$ cat src/rtl/ram_dma_bus_master_if.sv
// System-bus signal bundle for the scratch-memory DMA initiator.
// master: driven by the DMA engine (request, burst start, address/data, write strobes).
// slave:  driven by the arbiter/responder (grant, read data, end of read burst, busy, error).
interface ram_dma_bus_master_if;
  logic        requestTransaction;
  logic        transactionGranted;
  logic        beginTransactionOut;
  logic [31:0] addressDataOut;
  logic        readNotWriteOut;
  logic [7:0]  burstSizeOut;
  logic [3:0]  byteEnablesOut;
  logic        dataValidOut;
  logic        endTransactionOut;
  logic [31:0] addressDataIn;
  logic        dataValidIn;
  logic        endTransactionIn;
  logic        busyIn;
  logic        errorIn;

  modport master (
    output requestTransaction, beginTransactionOut, addressDataOut, readNotWriteOut,
           burstSizeOut, byteEnablesOut, dataValidOut, endTransactionOut,
    input  transactionGranted, addressDataIn, dataValidIn, endTransactionIn, busyIn, errorIn
  );

  modport slave (
    input  requestTransaction, beginTransactionOut, addressDataOut, readNotWriteOut,
           burstSizeOut, byteEnablesOut, dataValidOut, endTransactionOut,
    output transactionGranted, addressDataIn, dataValidIn, endTransactionIn, busyIn, errorIn
  );
endinterface

$ cat src/rtl/ram_dma_bus_master.sv
// Bus-side end of the CI scratch-memory DMA path. Owns port B of the CI dual-port
// SSRAM and moves word blocks between it and system-bus memory as a burst initiator.
// Ports:
//   clock, reset                 clock and synchronous active-high reset
//   start/ciN/valueA/valueB      custom-instruction request (valueA[12:10] select, [9] write)
//   done/result                  CI completion one cycle after acceptance, read data
//   memAddress/memWriteEnable/
//   memDataOut/memDataIn         SSRAM port B (read data one cycle after address)
//   bus                          system-bus initiator signals (master modport)
module ram_dma_bus_master #(
  parameter logic [7:0] customId = 8'h00,
  parameter int         memAddrW = 9
) (
  input  logic                clock,
  input  logic                reset,
  input  logic                start,
  input  logic [7:0]          ciN,
  input  logic [31:0]         valueA,
  input  logic [31:0]         valueB,
  output logic                done,
  output logic [31:0]         result,
  output logic [memAddrW-1:0] memAddress,
  output logic                memWriteEnable,
  output logic [31:0]         memDataOut,
  input  logic [31:0]         memDataIn,
  ram_dma_bus_master_if.master bus
);

  typedef enum logic [2:0] {
    stIdle, stRequest, stBegin, stReadData, stWriteData, stWriteEnd, stGap
  } stateT;

  stateT state, stateNext;

  logic [31:0]         busAddr;
  logic [memAddrW-1:0] memAddr;
  logic [9:0]          blockSize;   // words still to transfer; live during a transfer
  logic [7:0]          burstSize;
  logic                errorFlag;
  logic                dirRead;     // 1: bus -> memory
  logic [8:0]          wordsLeft;   // words of the current write burst not yet accepted

  logic       ciAccept, ciWrite, idle, startReq, startXfer;
  logic [2:0] ciSel;
  logic [9:0] burstLen, burstWords, burstWordsM1;
  logic [31:0] readData;
  logic       unusedBits;

  assign ciSel     = valueA[12:10];
  assign ciWrite   = valueA[9];
  assign ciAccept  = start && (ciN == customId) && (ciSel != 3'b000);
  assign idle      = (state == stIdle);
  assign startReq  = ciAccept && ciWrite && (ciSel == 3'd5) && idle && (valueB[0] || valueB[1]);
  assign startXfer = startReq && (blockSize != 10'd0);

  // Burst length is clipped to what is left of the block.
  assign burstLen     = {2'b00, burstSize} + 10'd1;
  assign burstWords   = (burstLen > blockSize) ? blockSize : burstLen;
  assign burstWordsM1 = burstWords - 10'd1;

  assign unusedBits = ^{valueA[31:13], valueA[8:0], burstWordsM1[9:8]};

  always_comb begin
    readData = '0;
    case (ciSel)
      3'd1:    readData = busAddr;
      3'd2:    readData = 32'(memAddr);
      3'd3:    readData = {22'b0, blockSize};
      3'd4:    readData = {24'b0, burstSize};
      3'd5:    readData = {30'b0, errorFlag, !idle};
      default: readData = '0;
    endcase
  end

  always_ff @(posedge clock) begin
    if (reset) state <= stIdle;
    else       state <= stateNext;
  end

  always_comb begin
    stateNext                = state;
    bus.requestTransaction   = 1'b0;
    bus.beginTransactionOut  = 1'b0;
    bus.addressDataOut       = '0;
    bus.readNotWriteOut      = 1'b0;
    bus.burstSizeOut         = '0;
    bus.byteEnablesOut       = '0;
    bus.dataValidOut         = 1'b0;
    bus.endTransactionOut    = 1'b0;
    memAddress               = '0;
    memWriteEnable           = 1'b0;
    memDataOut               = '0;
    unique case (state)
      stIdle: if (startXfer) stateNext = stRequest;
      stRequest: begin
        bus.requestTransaction = 1'b1;
        if (bus.transactionGranted) stateNext = stBegin;
      end
      stBegin: begin
        bus.requestTransaction  = 1'b1;
        bus.beginTransactionOut = 1'b1;
        bus.addressDataOut      = busAddr;
        bus.readNotWriteOut     = dirRead;
        bus.burstSizeOut        = burstWordsM1[7:0];
        bus.byteEnablesOut      = 4'hF;
        memAddress              = memAddr;  // first write word arrives next cycle
        stateNext               = dirRead ? stReadData : stWriteData;
      end
      stReadData: begin
        bus.requestTransaction = 1'b1;
        memAddress             = memAddr;
        if (bus.dataValidIn) begin
          memWriteEnable = 1'b1;
          memDataOut     = bus.addressDataIn;
        end
        if (bus.endTransactionIn) stateNext = (blockSize == 10'd0) ? stIdle : stGap;
      end
      stWriteData: begin
        bus.requestTransaction = 1'b1;
        bus.dataValidOut       = 1'b1;
        bus.addressDataOut     = memDataIn;
        // Re-read the shown word while the responder stalls, else prefetch the next one.
        memAddress = bus.busyIn ? memAddr : memAddr + memAddrW'(1);
        if (!bus.busyIn && (wordsLeft == 9'd1)) stateNext = stWriteEnd;
      end
      stWriteEnd: begin
        bus.requestTransaction = 1'b1;
        bus.endTransactionOut  = 1'b1;
        stateNext              = (blockSize == 10'd0) ? stIdle : stGap;
      end
      stGap:   stateNext = stRequest;  // request dropped for one cycle between bursts
      default: stateNext = stIdle;
    endcase
    if (!idle && bus.errorIn) stateNext = stIdle;
  end

  always_ff @(posedge clock) begin
    if (reset) begin
      done      <= 1'b0;
      result    <= '0;
      busAddr   <= '0;
      memAddr   <= '0;
      blockSize <= '0;
      burstSize <= '0;
      errorFlag <= 1'b0;
      dirRead   <= 1'b0;
      wordsLeft <= '0;
    end else begin
      done   <= ciAccept;
      result <= (ciAccept && !ciWrite) ? readData : '0;
      if (ciAccept && ciWrite && idle) begin
        case (ciSel)
          3'd1:    busAddr   <= {valueB[31:2], 2'b00};
          3'd2:    memAddr   <= valueB[memAddrW-1:0];
          3'd3:    blockSize <= valueB[9:0];
          3'd4:    burstSize <= valueB[7:0];
          default: ;
        endcase
      end
      if (startReq) begin
        errorFlag <= 1'b0;
        dirRead   <= valueB[0];
      end
      if (!idle && bus.errorIn) begin
        errorFlag <= 1'b1;
      end else begin
        case (state)
          stBegin: begin
            busAddr   <= busAddr + {20'b0, burstWords, 2'b00};
            blockSize <= blockSize - burstWords;
            wordsLeft <= burstWords[8:0];
          end
          stReadData: if (bus.dataValidIn) memAddr <= memAddr + memAddrW'(1);
          stWriteData: if (!bus.busyIn) begin
            memAddr   <= memAddr + memAddrW'(1);
            wordsLeft <= wordsLeft - 9'd1;
          end
          default: ;
        endcase
      end
    end
  end

endmodule

$ cat src/flat_wrapper.sv
// flat-port wrapper written by rule: the top's interface ports become plain ports
module ram_dma_bus_master_flat 
#(
  parameter logic [7:0] customId = 8'h00,
  parameter int         memAddrW = 9
)
  (clock, reset, start, ciN, valueA, valueB, done, result, memAddress, memWriteEnable, memDataOut, memDataIn, bus_requestTransaction, bus_beginTransactionOut, bus_addressDataOut, bus_readNotWriteOut, bus_burstSizeOut, bus_byteEnablesOut, bus_dataValidOut, bus_endTransactionOut, bus_transactionGranted, bus_addressDataIn, bus_dataValidIn, bus_endTransactionIn, bus_busyIn, bus_errorIn);
  ram_dma_bus_master_if bus_i ();
  input  logic clock;
  input  logic reset;
  input  logic start;
  input  logic [7:0] ciN;
  input  logic [31:0] valueA;
  input  logic [31:0] valueB;
  output logic done;
  output logic [31:0] result;
  output logic [memAddrW-1:0] memAddress;
  output logic memWriteEnable;
  output logic [31:0] memDataOut;
  input  logic [31:0] memDataIn;
  output wire logic [$bits(bus_i.requestTransaction)-1:0] bus_requestTransaction;
  output wire logic [$bits(bus_i.beginTransactionOut)-1:0] bus_beginTransactionOut;
  output wire logic [$bits(bus_i.addressDataOut)-1:0] bus_addressDataOut;
  output wire logic [$bits(bus_i.readNotWriteOut)-1:0] bus_readNotWriteOut;
  output wire logic [$bits(bus_i.burstSizeOut)-1:0] bus_burstSizeOut;
  output wire logic [$bits(bus_i.byteEnablesOut)-1:0] bus_byteEnablesOut;
  output wire logic [$bits(bus_i.dataValidOut)-1:0] bus_dataValidOut;
  output wire logic [$bits(bus_i.endTransactionOut)-1:0] bus_endTransactionOut;
  input wire logic [$bits(bus_i.transactionGranted)-1:0] bus_transactionGranted;
  input wire logic [$bits(bus_i.addressDataIn)-1:0] bus_addressDataIn;
  input wire logic [$bits(bus_i.dataValidIn)-1:0] bus_dataValidIn;
  input wire logic [$bits(bus_i.endTransactionIn)-1:0] bus_endTransactionIn;
  input wire logic [$bits(bus_i.busyIn)-1:0] bus_busyIn;
  input wire logic [$bits(bus_i.errorIn)-1:0] bus_errorIn;
  assign bus_requestTransaction = bus_i.requestTransaction;
  assign bus_beginTransactionOut = bus_i.beginTransactionOut;
  assign bus_addressDataOut = bus_i.addressDataOut;
  assign bus_readNotWriteOut = bus_i.readNotWriteOut;
  assign bus_burstSizeOut = bus_i.burstSizeOut;
  assign bus_byteEnablesOut = bus_i.byteEnablesOut;
  assign bus_dataValidOut = bus_i.dataValidOut;
  assign bus_endTransactionOut = bus_i.endTransactionOut;
  assign bus_i.transactionGranted = bus_transactionGranted;
  assign bus_i.addressDataIn = bus_addressDataIn;
  assign bus_i.dataValidIn = bus_dataValidIn;
  assign bus_i.endTransactionIn = bus_endTransactionIn;
  assign bus_i.busyIn = bus_busyIn;
  assign bus_i.errorIn = bus_errorIn;
  ram_dma_bus_master #(.customId(customId), .memAddrW(memAddrW)) u_core (.clock(clock), .reset(reset), .start(start), .ciN(ciN), .valueA(valueA), .valueB(valueB), .done(done), .result(result), .memAddress(memAddress), .memWriteEnable(memWriteEnable), .memDataOut(memDataOut), .memDataIn(memDataIn), .bus(bus_i));
endmodule
$ cat config.mk
export PLATFORM = sky130hd
export DESIGN_NAME = ram_dma_bus_master_flat
export DESIGN_NICKNAME = d
export VERILOG_FILES = /design/src/rtl/ram_dma_bus_master_if.sv /design/src/rtl/ram_dma_bus_master.sv /design/src/flat_wrapper.sv
export SDC_FILE = /design/constraint.sdc
export NUM_CORES = 1
export LEC_CHECK = 0
export CAP_MARGIN = 20
export CORE_MARGIN = 5
export CORE_UTILIZATION = 48
export CTS_BUF_LIST = sky130_fd_sc_hd__clkbuf_2
export DETAILED_ROUTE_END_ITERATION = 10
export PLACE_DENSITY = 0.84
export RECOVER_POWER = 100
export SETUP_SLACK_MARGIN = 0.02
export SLEW_MARGIN = 15
export SYNTH_ARGS = -nofsm -noshare
export SYNTH_HDL_FRONTEND = slang
export SYNTH_SLANG_ARGS = --single-unit
$ cat constraint.sdc
create_clock -name clock -period 6.35 [get_ports clock]
set_clock_uncertainty 0.1 [all_clocks]
set_input_delay 0.635 -clock clock [delete_from_list [all_inputs] [get_ports clock]]
set_output_delay 0.635 -clock clock [all_outputs]
set_load 0.01 [all_outputs]
# == Word-level counts from Yosys, hierarchy flattened ==
# Index checks and enable logic that the tools add are counted.
# W data, S select, Z words.
# totals
reg_bits,106
wordCells,106
# classes
eq_ne,17
n_bitwise,2
add_sub_neg,6
magnitude_cmp,1
reduce_logical,29
n_mux,41
# op_table
operator,count
$mux W32,6
$pmux W32 S5,1
$pmux W32 S2,1
$mux W9,7
$pmux W9 S2,3
$mux W10,5
$add A32 B12 Y32,1
$pmux W3 S7,1
$mux W3,6
$eq A3 B3 Y1 const B,5
$eq A3 B2 Y1 const B,4
$logic_and A1 B1 Y1,11
$gt A10 B10 Y1,1
$logic_not A10 Y1,1
$reduce_bool A10 Y1,1
$sub A10 B10 Y10,1
$add A8 B1 Y9 const B,1
$add A9 B1 Y9 const B,1
$eq A9 B1 Y1 const B,1
$mux W1,9
$sub A9 B1 Y9 const B,1
$logic_not A8 Y1,1
$mux W8,1
$ne A2 B2 Y1 const B,4
15 further kinds,22

# == Longest topological paths before layout ==
# Gate-level depths: netlist of the first run.
# logic_depth
depth_word,10
mapped_depth,19
mapped_depth_nobuf,19

# == Least setup slack after synthesis of the first run ==
# Ideal clock, no wire load.
# synth_path
kind,register -> output
startpoint,register u_core.burstSize[0]
endpoint,output bus_burstSizeOut[6]
arrival_ns,4.419
stages_incl_launch_ff,18
required_time_ns,5.615
setup_slack_ns,1.196
path_cell_list,dfxtp_1 > ha_1 > nand2_1 > or2_2 > xnor2_1 > ha_1 > a211oi_1 > or3_1 > nand4b_1 > nand2_1 > a21oi_1 > ha_1 > or4b_2 > o31ai_1 > nand4b_1 > xnor2_1 > nor2_1 > a211oi_1
# synth_between
elab_chain_cells,5
# synth_lines
item,line,source
"start, declared",ram_dma_bus_master.sv:38,logic [7:0] burstSize;
"start signal, assigned",ram_dma_bus_master.sv:156,3'd4: burstSize <= valueB[7:0];
$add A8 B1 Y9 *,ram_dma_bus_master.sv:57,"assign burstLen = {2'b00, burstSize} + 10'd1;"
$gt A10 B10 Y1,ram_dma_bus_master.sv:58,assign burstWords = (burstLen > blockSize) ? blockSize : burstLen;
$mux W10 *,ram_dma_bus_master.sv:58,
$sub A8 B1 Y8 *,ram_dma_bus_master.sv:59,assign burstWordsM1 = burstWords - 10'd1;
$mux W8 *,ram_dma_bus_master.sv:93,unique case (state)
"end, declared",flat_wrapper.sv:25,output wire logic [$bits(bus_i.burstSizeOut)-1:0] bus_burstSizeOut;
# Every way passes the cells marked *; elsewhere a longest branch is shown, timed or not.

# == Worst setup path after layout of the first run ==
# layout_path
startpoint,register u_core.burstSize[1]
endpoint,output bus_burstSizeOut[4]
# Same word-level chain as after synthesis.

==> summary.md, run 1 <==
| Metric | Value |
|---|---|
| Initial antenna violation count | `1` |
| Crit path arrival time | `about 5.3 ns` |
| Psw | `~330 uW` |
| Number of detailed-routing iterations run before antenna repair | `5` |
| Power Total | `around 1.1 mW` |
| Leakage | `4.080 nW` |
| Crit Path Max Fanout | `7` |
| Vias per Instance | `around 6` |
| Syn nets | `1189` |
| Cell count after synthesis | `a little over 1000` |
| Fin crit share | `0.9430` |
| Warnings, synthesis | `0` |
| Clock Path Buffers | `2` |
| Max-cap violation count | `4` |
| Slew margin rel. | `-1.134` |
| Crit path max-delay cell type | `or4b_2` |
| Failing checks | `capacitance limit, slew limit` |
| Hold slack | `0.3568 ns` |
| FMAX | `around 0.17 GHz` |
| DRC | `0` |
| Die H | `137.6 um` |
| Logic pwr share | `0.101` |
| Area Overhead vs Synth | `33.24%` |
| Min-delay worst type | `primary input to register` |
| Max VDD drop | `around 0.082 mV` |
| Fin nets | `about 1400` |
| Clock latency on the worst-skew pair | `just under 0.7 ns` |
| Yosys top cell area share | `0.2714` |
| GRT Overall Usage | `0.2976` |
| H-tree Lvls | `3` |
| Worst-path clk slew | `about 0.36 ns` |
| DR vias | `8695` |
| Die area | `about 19000 um^2` |
| Dominant synthesized flop cell | `dfxtp_1` |
| Post-synthesis sequential area ratio | `0.2714` |
| Seq pwr share | `0.589` |
| Crit-path leading delay family | `simple AND/OR/NAND/NOR gates` |
| Post-DRT Antenna Nets | `0` |
| Synth unique cells | `77` |
| P per Cell Area | `roughly 110 nW/um^2` |
| Largest net degree at the start of global routing | `59` |
| Startpoint Class | `register` |
| Reg2reg end | `u_core.busAddr[21]$_SDFF_PP0_` |
| Critical Path Start | `u_core.burstSize[1]$_SDFFE_PP0P_` |
| Final hold vios | `0` |
| Switching Fraction | `0.2875` |
| Synth Area in Compound Gates | `0.2530` |
| Vias in the first global route | `~8500` |
| Routed WL | `roughly 29000 um` |
| Critical Path RT | `roughly 5.6 ns` |
| Largest family of logic cells by synthesized area | `simple AND/OR/NAND/NOR gates` |
| Avg Cell Area, Syn | `approximately 7.7 um^2` |
| Least-Margin Pin Slew | `approximately 3.2 ns` |
| Clk sinks | `106` |
| Setup TNS | `0 ns` |
| Worst hold endpoint | `u_core.busAddr[14]$_SDFF_PP0_` |
| EDFF count, synth | `0` |
| Cts bufs inserted | `9` |
| Clk root buf | `clkbuf_2` |
| Internal cell power | `809.4 uW` |
| R2R Path Start | `u_core.burstSize[1]$_SDFFE_PP0P_` |
| IO buf count | `approximately 240` |
| Starting Density | `0.4903` |
| Std-Cell Rows | `46` |
| Synth Area in Simple Gates | `0.2740` |
| Status | `finished with violations` |
| CTS tree | `done` |
| Layout cells sized above 1 | `0.04848` |
| Layout fillers | `1420` |
| GPL Wtd Cong | `between 0.9 and 1` |
| Hold path cells | `3` |
| Adder-cell share of the synthesized area | `0.05794` |
| Crit path buf inv count | `2` |
| IO Pins | `around 270` |
| Cell Area, Synth | `7817 um^2` |
| Global-route wire length before repair | `~44000 um` |
| Leading area contributor after synthesis | `dfxtp_1` |
| Mux contribution to synthesized area | `0.05106` |
| RSZ-0062 raised after global routing | `no` |
| Period minus WS final | `between 5 and 6 ns` |
| Min-Delay Startpoint | `valueB[14]` |
| Drt wl/cell | `around 20 um` |
| Ys async rst share | `0` |
| Chip width | `137.6 um` |
| Largest stage delay on the critical path | `between 0.5 and 0.6 ns` |
| Initial DRC count | `852` |
| WS Path Type | `register to output pin` |
| Critical path, cell by cell | `ha_1, nand2_1, or2_2, xnor2_2, ha_1, a211oi_2, or3_1, and4b_1, nor3_1, a21oi_1, inv_1, ha_1, or4b_2, o31ai_1, xnor2_1, a21oi_1, a21oi_1, nor2_1, clkdlybuf4s50_1` |
| Congestion Overflow GR | `0` |
| Xor and xnor area share after synthesis | `0.03809` |
| Ranking of synthesized cells by area | `dfxtp_1, ha_1, and2_1, mux2i_1, nand2_1` |
| Final Max Slew Viols | `70` |
| Reg2reg path depth | `19` |
| Crit. End Element | `output pin` |
| Core area | `~16000 um^2` |
| Worst R2R Setup Slack | `between 1 and 1.5 ns` |
| Yosys reg bits | `between 100 and 150` |
| Clk pwr share | `0.310` |
| HPWL Detailed | `about 21000 um` |
| Setup violators final | `0` |
==> worst max-delay path by stage <==
stage                                to  slack, ns  cells after the start
floorplan           bus_burstSizeOut[6]       1.20                     17
global placement    bus_burstSizeOut[6]       0.82                     18
detailed placement  bus_burstSizeOut[6]       0.76                     18
CTS                 bus_burstSizeOut[6]       0.04                     18
global route        bus_burstSizeOut[4]       0.09                     19
finish              bus_burstSizeOut[4]       0.36                     19
==> power by group through the flow <==
stage | Combinational, mW | Clock, mW | Sequential (mW)
6_report | 0.115 | 0.352 | 0.669
5_1_grt | 0.122 | 0.382 | 0.670
4_1_cts | 0.117 | 0.351 | 0.670
3_5_place_dp | 0.116 | 0 | 0.680
3_3_place_gp | 0.115 | 0 | 0.680
2_1_floorplan | 0.0289 | 0 | 0.680
==> registers in the layout (all words and copies together), names as in the netlist <==
| signal | flops |
|---|---|
| u_core.burstSize | 8 |
| u_core.done | 1 |
| u_core.busAddr | 32 |
| u_core.result | 32 |
| u_core.state | 3 |
| u_core.wordsLeft | 9 |
| u_core.blockSize | 10 |
| u_core.memAddr | 9 |
| u_core.dirRead | 1 |
| u_core.errorFlag | 1 |
==> cells by family after synthesis <==
logic type | after synthesis
AND/OR/NAND/NOR | 398
buffers and inverters | 102
AO/OA/AOI/OAI | 295
XOR/XNOR | 34
flip-flops | 106
other | 1
adder cells (fa/ha/maj) | 35
multiplexers | 39
==> per-layer routing <==
layer | global-route usage | part of all wire
met1 | 0.3665 | 0.38
met2 | 0.4867 | 0.46
met3 | 0.07816 | 0.12
met4 | 0.1336 | 0.037
met5 | 0 | 0
==> final cells by class <==
| class | count | area (um^2) | share of cell area |
|---|---|---|---|
| clock buffers | 9 | 45.04 | 0.004324 |
| well taps | 216 | 270.3 | 0.02595 |
| diodes | 2 | 5.005 | 0.0004805 |
| clock inverters | 7 | 80.08 | 0.007688 |
| inverters | 34 | 127.6 | 0.01225 |
| multi-input cells | 802 | 5251 | 0.5041 |
| repair buffers | 259 | 2505 | 0.2405 |
| flip-flops and latches | 106 | 2132 | 0.2047 |
==> per-stage QoR <==
stage | cell area [um^2] | utilization | worst slack [ns] | cells
2_1_floorplan | 7818 | - | 1.196 | 1010
3_3_place_gp | 10320 | 0.6471 | 0.8189 | 1414
3_5_place_dp | 10320 | 0.6471 | 0.7615 | 1414
4_1_cts | 10450 | 0.6554 | 0.03737 | 1430
5_1_grt | 10410 | 0.6532 | 0.09147 | 1434
6_report | 10420 | 0.6534 | 0.3618 | 1435
==> cell usage after synthesis, types with 3 or more instances <==
library cell and count:
o31ai_1 7, o22ai_1 24, nor4_4 3, a211o_1 4, xor2_1 9, or2_2 3, and2_1 60, ha_1 33
a22oi_1 12, a21boi_0 4, a22o_1 29, nand3_1 49, inv_1 33, clkbuf_1 46, buf_4 6, or3_1 22
mux2_2 3, nor3_1 29, a31o_2 3, dfxtp_1 106, nor4_1 9, nor2b_1 11, nand2b_1 14, xnor2_1 25
o211ai_1 7, nand4_1 6, o21a_1 7, nand2_1 86, buf_1 8, a311oi_1 9, o211a_1 4, a21o_1 9
nor2_1 68, and3_1 15, o21ai_0 53, a21oi_1 56, a31oi_1 22, mux2i_1 35, buf_2 5, a211oi_1 26
==> worst reg2reg max path: stages, from the launching register on <==
cell and delay, ns:
dfxtp_4 0.45, ha_1 0.28, nand2_1 0.08, or2_2 0.32, xnor2_2 0.21, ha_1 0.20, a211oi_2 0.07, or3_1 0.38
and4b_1 0.25, nor2_1 0.55, clkbuf_1 0.28, nor2_1 0.09, a21oi_1 0.18, ha_1 0.22, o21ai_0 0.13, o21ai_0 0.27
a31o_1 0.38, nand3_1 0.33, or3_1 0.40, a31oi_1 0.16
==> repair_timing <==
action / in CTS / in global routing
pin swaps: 0 / 1
gates cloned: 0 / 0
hold buffers: 0 / 0
endpoints found under the setup margin: 1 / 3
setup buffers: 0 / 2
gates resized for setup: 1 / 15
==> cell usage in the layout (no fill, tap or decap), types with 12 or more instances in the layout <==
master	synthesis	layout
clkdlybuf4s50_1	0	140
dfxtp_1	106	102
dlygate4sd3_1	0	97
nand2_1	86	85
nor2_1	68	67
a21oi_1	56	57
o21ai_0	53	53
nand3_1	49	49
mux2i_1	35	35
and2_0	0	34
inv_1	33	33
ha_1	33	33
a22o_1	29	29
nor3_1	29	27
and2_1	60	26
a211oi_1	26	25
o22ai_1	24	24
a31oi_1	22	22
xnor2_1	25	22
or3_1	22	22
and3_1	15	15
nand2b_1	14	14
a22oi_1	12	12
nor4_1	9	12
buf_4	6	12
(Power assumes the default switching activity.)
==> run 2: changes to the inputs <==
--- a/config.mk
+++ b/config.mk
@@ -5,12 +5,14 @@
 export SDC_FILE = /design/constraint.sdc
 export NUM_CORES = 1
 export LEC_CHECK = 0
+export ABC_AREA = 1
 export CAP_MARGIN = 20
 export CORE_MARGIN = 5
-export CORE_UTILIZATION = 48
+export CORE_UTILIZATION = 60
 export CTS_BUF_LIST = sky130_fd_sc_hd__clkbuf_2
 export DETAILED_ROUTE_END_ITERATION = 10
-export PLACE_DENSITY = 0.84
+export DONT_BUFFER_PORTS = 1
+export PLACE_DENSITY = 0.76
 export RECOVER_POWER = 100
 export SETUP_SLACK_MARGIN = 0.02
 export SLEW_MARGIN = 15
==> run 2 against run 1 <==
Compared with the run above: the run still ends with capacitance limit, slew limit left; clock power up 2%; combinational power shrank 64%; core utilization down 2.3 points; largest cell class unchanged.
==> summary.md, run 2 <==
| Metric | Value |
|---|---|
| Status | `finished with violations` |
| Failing checks | `capacitance limit, slew limit` |
| Slew margin rel. | `-0.3287 (+0.8056)` |
| Starting Density | `0.6123 (+0.1220)` |
| RSZ-0062 raised after global routing | `no` |
| Final hold vios | `0 (unchanged)` |
| Vias in the first global route | `7102 (-17%)` |
| Clk root buf | `clkbuf_2` |
| Crit Path Max Fanout | `10 (+3)` |
| Biggest regs | `u_core.busAddr: 32 flops, u_core.result: 32 flops, u_core.blockSize: 10 flops` |
| Number of detailed-routing iterations run before antenna repair | `7 (+2)` |
| Yosys reg bits | `106 (unchanged)` |
| Startpoint Class | `register` |
| Commonest cells in the netlist | `nand2_1, inv_1, nor2_1` |
| Post-synthesis sequential area ratio | `0.2746 (+0.003165)` |
| IO buf count | `0 (-100%)` |
| Crit-path leading delay family | `simple AND/OR/NAND/NOR gates` |
| Layout cells sized above 1 | `0.03546 (-0.01302)` |
| Clock Path Buffers | `2 (unchanged)` |
| Chip width | `123.5 um (-10%)` |
| Critical path, cell by cell | `ha_1, nand3_1, nor2_1, nand3_1, nor2_1, ha_1, inv_1, nor2_1, a21boi_0, nand3_1, nand2_1, nand2_1, nand2_1, ha_1, nand3_1, inv_1, o21ai_0, nor2_1` |
| Most frequent cells in the layout | `nand2_1, inv_1, nor2_1` |
| Max-cap violation count | `1 (-3)` |
| Crit. End Element | `output pin` |
| HPWL Detailed | `18230 um (-15%)` |
| Crit path arrival time | `4.49 ns (-0.76 ns)` |
| Internal cell power | `778.1 uW (-3.9%)` |
| Clk sinks | `106 (unchanged)` |
| EDFF count, synth | `0 (unchanged)` |
| Drt wl/cell | `17.15 um (-14%)` |
| Final Max Slew Viols | `42 (-40%)` |
| Leading area contributor after synthesis | `dfxtp_1` |
| GPL Wtd Cong | `0.9350 (-4.5%)` |
| Area Overhead vs Synth | `2.931%` |
| Post-CTS Setup Bufs | `0 (unchanged)` |
| Core area | `12620 um^2 (-21%)` |
| Die area | `15250 um^2 (-19%)` |
| DR vias | `8282 (-4.7%)` |
| Switching Fraction | `0.2717 (-0.01584)` |
| Post-DRT Antenna Nets | `0 (unchanged)` |
| Hold slack | `0.02147 ns (-0.3354 ns)` |
| Ys async rst share | `0 (unchanged)` |
| Psw | `290.3 uW (-11%)` |
| Period minus WS final | `5.226 ns (-0.7625 ns)` |
| Die H | `123.5 um (-10%)` |
| Global-route wire length before repair | `37150 um (-16%)` |
| Placed cell area | `7761 um^2 (-25%)` |
| GRT Overall Usage | `0.3121 (+0.01451)` |
| Fin crit share | `0.8229 (-0.1201)` |
| Crit path max-delay cell type | `dfxtp_1` |
| Leakage | `3.354 nW (-18%)` |
| Design Area, Final | `7954 um^2 (-24%)` |
| WS Path Type | `register to output pin` |
| Largest net degree at the start of global routing | `59 (unchanged)` |
| Crit path buf inv count | `2 (unchanged)` |
| Vias per Instance | `5.853 (-3.4%)` |
| Cts bufs inserted | `9 (unchanged)` |
| FMAX | `0.1914 GHz (+15%)` |
| P per Cell Area | `134.3 nW/um^2 (+23%)` |
| IO Pins | `268 (unchanged)` |
| Cell count after synthesis | `1258 (+25%)` |
| Logic pwr share | `0.038 (-0.063)` |
| Setup violators final | `0 (unchanged)` |
| DRC | `0 (unchanged)` |
| Clock latency on the worst-skew pair | `0.69 ns (about the same)` |
| Avg Cell Area, Syn | `6.143 um^2 (-21%)` |
| Setup TNS | `0 ns (unchanged)` |
| Cell Area, Synth | `7727 um^2 (-1.2%)` |
| Congestion Overflow GR | `0 (unchanged)` |
| Std-Cell Rows | `41 (-11%)` |
| Initial antenna violation count | `2 (+1)` |
| Clk pwr share | `0.335 (+0.025)` |
| Syn nets | `1437 (+21%)` |
| Synth unique cells | `48 (-38%)` |
| Ranking of synthesized cells by area | `dfxtp_1, nand2_1, inv_1, o21ai_0, a21oi_1` |
| H-tree Lvls | `3 (unchanged)` |
| Largest stage delay on the critical path | `0.53 ns (-0.05 ns)` |
| Routed WL | `24270 um (-15%)` |
| Min-delay worst type | `primary input to register` |
| Least-Margin Pin Slew | `1.993 ns (-1.179 ns)` |
| Worst-path clk slew | `0.31 ns (-0.05 ns)` |
| CTS tree | `done` |
| Max VDD drop | `0.07014 mV (-14%)` |
| Warnings, synthesis | `0 (unchanged)` |
| Top-count cell post-synth | `nand2_1` |
| Seq pwr share | `0.626 (+0.037)` |
| Dominant synthesized flop cell | `dfxtp_1` |
| Critical Path RT | `5.61 ns (about the same)` |
| Fin nets | `1415 (+1.7%)` |
| Yosys top cell area share | `0.2746 (+0.003165)` |
| Commonest non-fill, non-tap cell in the layout | `nand2_1` |
| Initial DRC count | `1038 (+22%)` |
==> run 2: cell count changes after synthesis, sizes merged, moves of 24 or more <==
| cell | change |
|---|---|
| mux2i | -35 |
| o21ai | +85 |
| inv | +144 |
| nor2 | +72 |
| and2 | -58 |
| a22o | -27 |
| a211oi | -24 |
| a21oi | +56 |
| nand2 | +200 |
==> run 2: logic make-up after synthesis <==
family | count (synthesis) | share of synthesized area
AND/OR/NAND/NOR | 556 | 0.3078
AO/OA/AOI/OAI | 316 | 0.2244
buffers and inverters | 229 | 0.1171
flip-flops | 106 | 0.2746
adder cells (fa/ha/maj) | 35 | 0.05861
XOR/XNOR | 15 | 0.01700
other | 1 | 0.0004853
==> run 2: final timing paths <==
kind                                         start                                to  slack [ns]  cells past startpoint
setup / recovery  u_core.burstSize[0]$_SDFFE_PP0P_               bus_burstSizeOut[4]        1.12                     18
hold / removal                           valueB[1]  u_core.burstSize[1]$_SDFFE_PP0P_        0.02                      2
hold reg to reg     u_core.busAddr[1]$_SDFFE_PP0P_    u_core.busAddr[1]$_SDFFE_PP0P_        0.42                      2
setup reg to reg  u_core.burstSize[0]$_SDFFE_PP0P_     u_core.busAddr[26]$_SDFF_PP0_        1.13                     28
==> run 2: layout make-up <==
type                            instances  area (um^2)
Antenna cell                            2        5.005
Clock buffer                            9        45.04
Clock inverter                          7        76.32
Fill cell                            1280         4666
Inverter                              178        668.1
Multi-Input combinational cell        923         4654
Sequential cell                       106         2122
Tap cell                              172        215.2
Timing Repair Buffer                   18        167.7
==> run 2: per-stage QoR <==
step | power, mW | instances | setup WS [ns] | util
2_1_floorplan | 0.7094 | 1258 | 2.399 | -
3_3_place_gp | 0.7125 | 1385 | 1.592 | 0.6150
3_5_place_dp | 0.7128 | 1385 | 1.567 | 0.6150
4_1_cts | 1.068 | 1408 | 1.468 | 0.6302
5_1_grt | 1.108 | 1415 | 0.6026 | 0.6303
6_report | 1.068 | 1415 | 1.124 | 0.6303
==> run 2: worst register-to-register path: cells and delay by family, from the launching register on <==
family | cells | cell delay (ns)
and+or+nand+nor | 19 | 2.48
adders and majority gates | 4 | 1.08
AOI/OAI and AO/OA | 2 | 0.65
DFF | 1 | 0.53
buffers and inverters | 3 | 0.34
==> run 2: power by group through the flow <==
| stage | Clock, mW | Sequential, mW | Combinational [mW] |
|---|---|---|---|
| global route | 0.393 | 0.670 | 0.0454 |
| global placement | 0 | 0.680 | 0.0328 |
| CTS | 0.360 | 0.669 | 0.0383 |
| detailed placement | 0 | 0.680 | 0.0330 |
| floorplan | 0 | 0.680 | 0.0296 |
| finish | 0.358 | 0.669 | 0.0409 |
==> run 2: repair_timing <==
action / CTS / global route
resized for setup: 0 / 0
endpoints found under the hold margin: 17 / 4
hold buffers: 7 / 4
==> run 2: metal layers <==
metal | routed length (um) | up-vias | global-route usage | share of wire
met1 | 10440 | 3708 | 0.4532 | 0.43
met4 | 493 | 0 | 0.07820 | 0.020
li1 | - | 4104 | - | -
met2 | 10630 | 433 | 0.4699 | 0.44
met3 | 2706 | 37 | 0.06770 | 0.11
met5 | 0 | - | 0 | 0
==> run 3: changes to the inputs <==
==> constraint.sdc (replaced) <==
create_clock -name clock -period 5.25 [get_ports clock]
set_clock_uncertainty 0.1 [all_clocks]
set_input_delay 0.525 -clock clock [delete_from_list [all_inputs] [get_ports clock]]
set_output_delay 0.525 -clock clock [all_outputs]
set_load 0.01 [all_outputs]
==> run 3 against run 2 <==
Compared with the run above: the flow still finishes with violations (capacitance limit, slew limit); largest power group unchanged; flip-flop and latch count stayed put; core utilization is 1.7 points higher; worst setup slack worse by 0.68 ns; hold slack worse by 0.0094 ns; clock power is 6.7% higher; non-clock buffer count is 22 higher; die area stayed put; largest cell class unchanged; critical path type unchanged.
==> summary.md, run 3 (synthesis gave the netlist of run 2 again) <==
| Metric | Value |
|---|---|
| Biggest regs | `u_core.busAddr: 32 flops, u_core.result: 32 flops, u_core.blockSize: 10 flops` |
| Routed WL | `24560 um (+1.2%)` |
| Clock latency on the worst-skew pair | `0.66 ns (-0.03 ns)` |
| Number of detailed-routing iterations run before antenna repair | `6 (-1)` |
| CTS tree | `done` |
| GRT Overall Usage | `0.3148 (+0.002670)` |
| Global-route wire length before repair | `37720 um (+1.5%)` |
| Crit Path Max Fanout | `42 (+32)` |
| Die area | `15250 um^2 (unchanged)` |
| Min-delay worst type | `primary input to register` |
| Setup violators final | `0 (unchanged)` |
| Final hold vios | `0 (unchanged)` |
| Chip width | `123.5 um (unchanged)` |
| Slew margin rel. | `-0.3458 (-0.01712)` |
| Initial DRC count | `908 (-13%)` |
| Hold path cells | `4 (+2)` |
| Psw | `355.4 uW (+22%)` |
| Critical path, cell by cell | `nor2_1, clkinv_1, nor2_1, clkbuf_1, nand2_1, nand2_1, inv_1, a21oi_1` |
| Congestion Overflow GR | `0 (unchanged)` |
| Die H | `123.5 um (unchanged)` |
| Post-CTS Setup Bufs | `0 (unchanged)` |
| IO buf count | `0 (unchanged)` |
| Crit. End Element | `output pin` |
| DRC | `0 (unchanged)` |
| Layout fillers | `1236 (-3.4%)` |
| FMAX | `between 0.2 and 0.25 GHz` |
| Worst path depth | `8 (-10)` |
| WS Path Type | `register to output pin` |
| Logic pwr share | `0.053 (+0.015)` |
| Clock Path Buffers | `2 (unchanged)` |
| Initial antenna violation count | `1 (-1)` |
| Period minus WS final | `4.806 ns` |
| Core area | `12620 um^2 (unchanged)` |
| H-tree Lvls | `3 (unchanged)` |
| GPL Wtd Cong | `0.9568 (+2.3%)` |
| Clk sinks | `106 (unchanged)` |
| Drt wl/cell | `17.10 um (-0.29%)` |
| Worst-path clk slew | `0.31 ns (about the same)` |
| Area Overhead vs Synth | `5.667%` |
| Std-Cell Rows | `41 (unchanged)` |
| DR vias | `8409 (+1.5%)` |
| Crit path buf inv count | `3 (+1)` |
| Reg2reg path depth | `26 (-7.1%)` |
| Crit-path leading delay family | `buffers and inverters` |
| Leakage | `3.423 nW (+2.0%)` |
| Vias per Instance | `5.856 (about the same)` |
| Vias in the first global route | `7345 (+3.4%)` |
| Failing checks | `capacitance limit, slew limit` |
| Most frequent cells in the layout | `nand2_1, inv_1, nor2_1` |
| Largest net degree at the start of global routing | `59 (unchanged)` |
| Hold slack | `0.01203 ns (-0.009435 ns)` |
| HPWL Detailed | `18330 um (+0.55%)` |
| Internal cell power | `902.9 uW (+16%)` |
| Largest stage delay on the critical path | `1.47 ns (+0.94 ns)` |
| Least-Margin Pin Slew | `2.019 ns (+0.02568 ns)` |
| Crit path max-delay cell type | `clkbuf_1` |
| Switching Fraction | `0.2825 (+0.01077)` |
| Post-DRT Antenna Nets | `0 (unchanged)` |
| Fin nets | `1437 (+1.6%)` |
| Register area | `2123 um^2 (about the same)` |
| Clk root buf | `clkbuf_2` |
| Commonest non-fill, non-tap cell in the layout | `nand2_1` |
| Max-cap violation count | `1 (unchanged)` |
| Max VDD drop | `0.08581 mV (+22%)` |
| Cts bufs inserted | `9 (unchanged)` |
| Place WS | `0.6713 ns (-0.8961 ns)` |
| Seq pwr share | `0.643 (+0.017)` |
| Setup WS post-layout | `0.4442 ns (-0.6802 ns)` |
| Setup TNS | `0 ns (unchanged)` |
| Starting Density | `0.6123 (unchanged)` |
| Fin crit share | `0.9154` |
| RSZ-0062 raised after global routing | `no` |
| Critical Path RT | `4.62 ns (-0.99 ns)` |
| Clk pwr share | `0.304 (-0.031)` |
| IO Pins | `268 (unchanged)` |
| Status | `finished with violations` |
| Crit path arrival time | `4.18 ns (-0.31 ns)` |
| P per Cell Area | `154.1 nW/um^2 (+15%)` |
| Final Max Slew Viols | `42 (unchanged)` |
| Layout cells sized above 1 | `0.04038 (+0.004925)` |
| Startpoint Class | `register` |
| Multi-input logic area | `4678 um^2 (+0.51%)` |
==> run 3: cell types whose count changed in the layout (fill, tap and decap cells not counted), moves of 2 or more <==
cell	before	now
dlygate4sd3_1	11	31
clkinv_1	2	4
inv_1	169	167
nand2_1	283	281
nor2_2	1	3
==> run 3: worst paths after layout <==
check                                         from                              to  slack, ns
hold / removal                         bus_errorIn   u_core.errorFlag$_SDFFE_PP0P_       0.01
setup / recovery      u_core.state[0]$_SDFFE_PP0P_                   memAddress[6]       0.44
hold reg to reg     u_core.busAddr[0]$_SDFFE_PP0P_  u_core.busAddr[0]$_SDFFE_PP0P_       0.42
setup reg to reg  u_core.burstSize[1]$_SDFFE_PP0P_   u_core.busAddr[11]$_SDFF_PP0_       0.56
==> run 3: final cells by class <==
class / instances / share of cell area
tap: 172 / 0.02636
timing repair buffer: 40 / 0.04643
inverter: 178 / 0.08183
clock inverter: 7 / 0.006589
sequential: 106 / 0.2600
multi-input combinational: 923 / 0.5729
clock buffer: 9 / 0.005516
antenna: 1 / 0.0003065
==> run 3: worst min-delay path, stage by stage <==
cell and delay (ns):
inv_1 0.03, nor2_1 0.05, inv_1 0.09, a21oi_1 0.07
==> run 3: power groups by stage <==
stage          sequential [mW]  clock, mW  combinational [mW]
2_1_floorplan            0.822          0              0.0358
4_1_cts                  0.809      0.387              0.0657
3_5_place_dp             0.822          0              0.0398
3_3_place_gp             0.822          0              0.0394
5_1_grt                  0.810      0.417              0.0725
6_report                 0.809      0.382              0.0668
==> run 3: metrics by stage <==
step           power [mW]  area [um^2]    util  cells
6_report            1.258         8165  0.6470   1436
3_5_place_dp       0.8620         7776  0.6162   1387
3_3_place_gp       0.8616         7776  0.6162   1387
5_1_grt             1.300         8165  0.6470   1436
4_1_cts             1.262         8185  0.6486   1434
2_1_floorplan      0.8580         7727       -   1258
==> run 3: repair_timing <==
item | 4_1_cts | 5_1_grt
setup endpoints to repair | 0 | 2
hold endpoints to repair | 58 | 0
hold buffers | 31 | 0
gates resized for setup | 0 | 3
==> run 3: per-layer routing <==
| metal | part of all wire | global-route usage |
|---|---|---|
| met1 | 0.43 | 0.4504 |
| met2 | 0.43 | 0.4801 |
| met3 | 0.11 | 0.04986 |
| met4 | 0.026 | 0.1100 |
| met5 | 0 | 0 |
==> edit: new RTL, settings of run 3 <==
The 7 states of `stateT` get a one-hot encoding in 7 bits.
--- a/src/rtl/ram_dma_bus_master.sv
+++ b/src/rtl/ram_dma_bus_master.sv
@@ -26,8 +26,8 @@
   ram_dma_bus_master_if.master bus
 );
 
-  typedef enum logic [2:0] {
-    stIdle, stRequest, stBegin, stReadData, stWriteData, stWriteEnd, stGap
+  typedef enum logic [6:0] {
+    stIdle = 7'b0000001, stRequest = 7'b0000010, stBegin = 7'b0000100, stReadData = 7'b0001000, stWriteData = 7'b0010000, stWriteEnd = 7'b0100000, stGap = 7'b1000000
   } stateT;
 
   stateT state, stateNext;
Formal check against the unedited RTL: same outputs for any inputs over 4 cycles, from zero or initial values and one cycle with reset high; so few cycles prove little.
==> edit against run 3 <==
  * The flow still finishes with violations (capacitance limit, slew limit)
  * First-iteration DRC count fell by 1.7%
  * Maximum frequency fell by 1.2%
  * Routed wire length rose by 3.4%
  * Global-route usage fell by 1.0 points
  * Count of clock-buffer cells in the layout did not move
  * Sequential cell count rose by 4
  * Critical path depth rose by 10
  * Die area rose by 4.1%
  * Design area rose by 3.5%
  * Synthesized area rose by 4.5%
  * Core utilization fell by 0.91 points
  * Setup slack got worse by 0.056 ns
Power is not compared: it rests on default switching activity, and its combinational part moved more than twofold at a synthesized area within 25%.
==> edit: results <==
group,metric,value,unit
placed_design,io_buffer_count,0,
clock_network,clk_pin_slew,0.32,ns
route,wl,25400,um
logic_synthesis,yosys-top-cells-area,"dfxtp_1, nand2_1, inv_1, nor2_1, o21ai_0",
logic_synthesis,yosysUniqueCellTypes,51,
sta,final-hold-violation-count,0,
logic_synthesis,syn_area_per_cell,6.167,um2
clock_network,cts_made_buffers,9,
route,firstDrtPassIters,8,
placed_design,dp_hpwl,18740,um
clock_network,postCtsSetupBuffers,0,
sta,slew_headroom,-47.41,%
clock_network,clk_latency,0.69,ns
status,violations,"capacitance limit, slew limit",
clock_network,cts_hold_buf,37,
placed_design,gp_congestion,0.9391,
pwr,ir_drop,0.00009544,V
global_routing,grt_pass1_vias,7743,
flow_run,drv_cap,1,
final_layout,fill_cells,1349,
route,via_per_inst,5.836,
clock_network,ctsRootBufferMaster,"clkbuf_2",
global_routing,grtUsageTotal,30.44,%
global_routing,grt_pass1_wl,39570,um
placed_design,dp.cells,1435,
clock_network,cts_resized,0,
route,wl_per_cell,17.07,um
final_layout,reg.largest.list,"u_core.busAddr x32, u_core.result x32, u_core.blockSize x10",
logic_synthesis,seq_area_frac_synth,27.28,%
final_layout,layout-drive-gt1-share,3.738,%
route,dr.first_iter.drc_count,893,
critical_path,path_max_fanout,10,
critical_path,rrSetupSlack,0.43,ns
status,status,"finished with violations",
sta,drv_slew,47,
logic_synthesis,synth_common_cells,"nand2_1, inv_1, nor2_1",
logic_synthesis,syn_nets,1488,
global_routing,grt_max_degree,52,
## edit: routing by layer
metal	GRT usage, %	part of all wire [%]	vias to the layer above
li1	-	-	4270
met4	10.79	2.8	2
met2	47.51	44	464
met5	0	0.043	-
met1	42.46	42	3898
met3	5.334	10	50
## edit: final timing paths
| check | to | from | cells after the start |
|---|---|---|---|
| min | u_core.state[1] | bus_endTransactionIn | 3 |
| max reg2reg | u_core.busAddr[27] | u_core.burstSize[0] | 24 |
| max | bus_burstSizeOut[4] | u_core.burstSize[0] | 18 |
| min reg2reg | u_core.wordsLeft[7] | u_core.wordsLeft[7] | 2 |
## edit: layout make-up
type,instances,share of cell area [%]
multi-input cells,941,56.26
clock inverters,6,0.6665
well taps,176,2.607
flip-flops and latches,110,26.07
inverters,203,9.049
repair buffers,42,4.784
diodes,1,0.02962
clock buffers,9,0.5332
## edit: power by group
part           switching [W]  internal [W]  total [W]  leakage (nW)
combinational       0.000135     0.0000646   0.000200          2.91
sequential        0.00000572      0.000849   0.000855         0.886
clock               0.000327     0.0000705   0.000397        0.0620
## edit: through the flow
stage	setup slack (ns)	power (W)	cell area (um2)	hold slack, ns
after global placement	0.6798	0.001047	8061	0.3506
after floorplan	1.361	0.001012	8073	0.3388
after CTS	0.4360	0.001468	8533	0.005043
final	0.3878	0.001452	8448	0.04511
after detailed placement	0.5188	0.001049	8061	0.3522
after global routing	0.06261	0.001513	8446	0.06689
## edit: worst max-delay path, stage by stage (launching register included)
cell and delay (ns):
dfxtp_1 0.56, ha_1 0.24, nand3_1 0.12, nor2_1 0.16, nand3_1 0.11, nand2_1 0.11, inv_1 0.05, ha_1 0.27
nand2_1 0.08, nor2_4 0.13, nand4_2 0.22, nand2_4 0.21, nand2_1 0.07, nand2_1 0.28, ha_1 0.25, nand2_1 0.09
nor2_2 0.15, nor2_1 0.06, nor3_1 0.42
## edit: cell families (layout without fill, tap and decap cells)
logic type | Yosys count | count (layout) | share of synthesized area [%]
AOI/OAI and AO/OA | 301 | 301 | 20.78
buffers and inverters | 258 | 260 | 12.86
DFF | 110 | 110 | 27.28
other | 1 | 2 | 0.04645
xor gates and xnor gates | 15 | 15 | 1.627
and+or+nand+nor | 589 | 589 | 31.79
adders and majority gates | 35 | 35 | 5.611
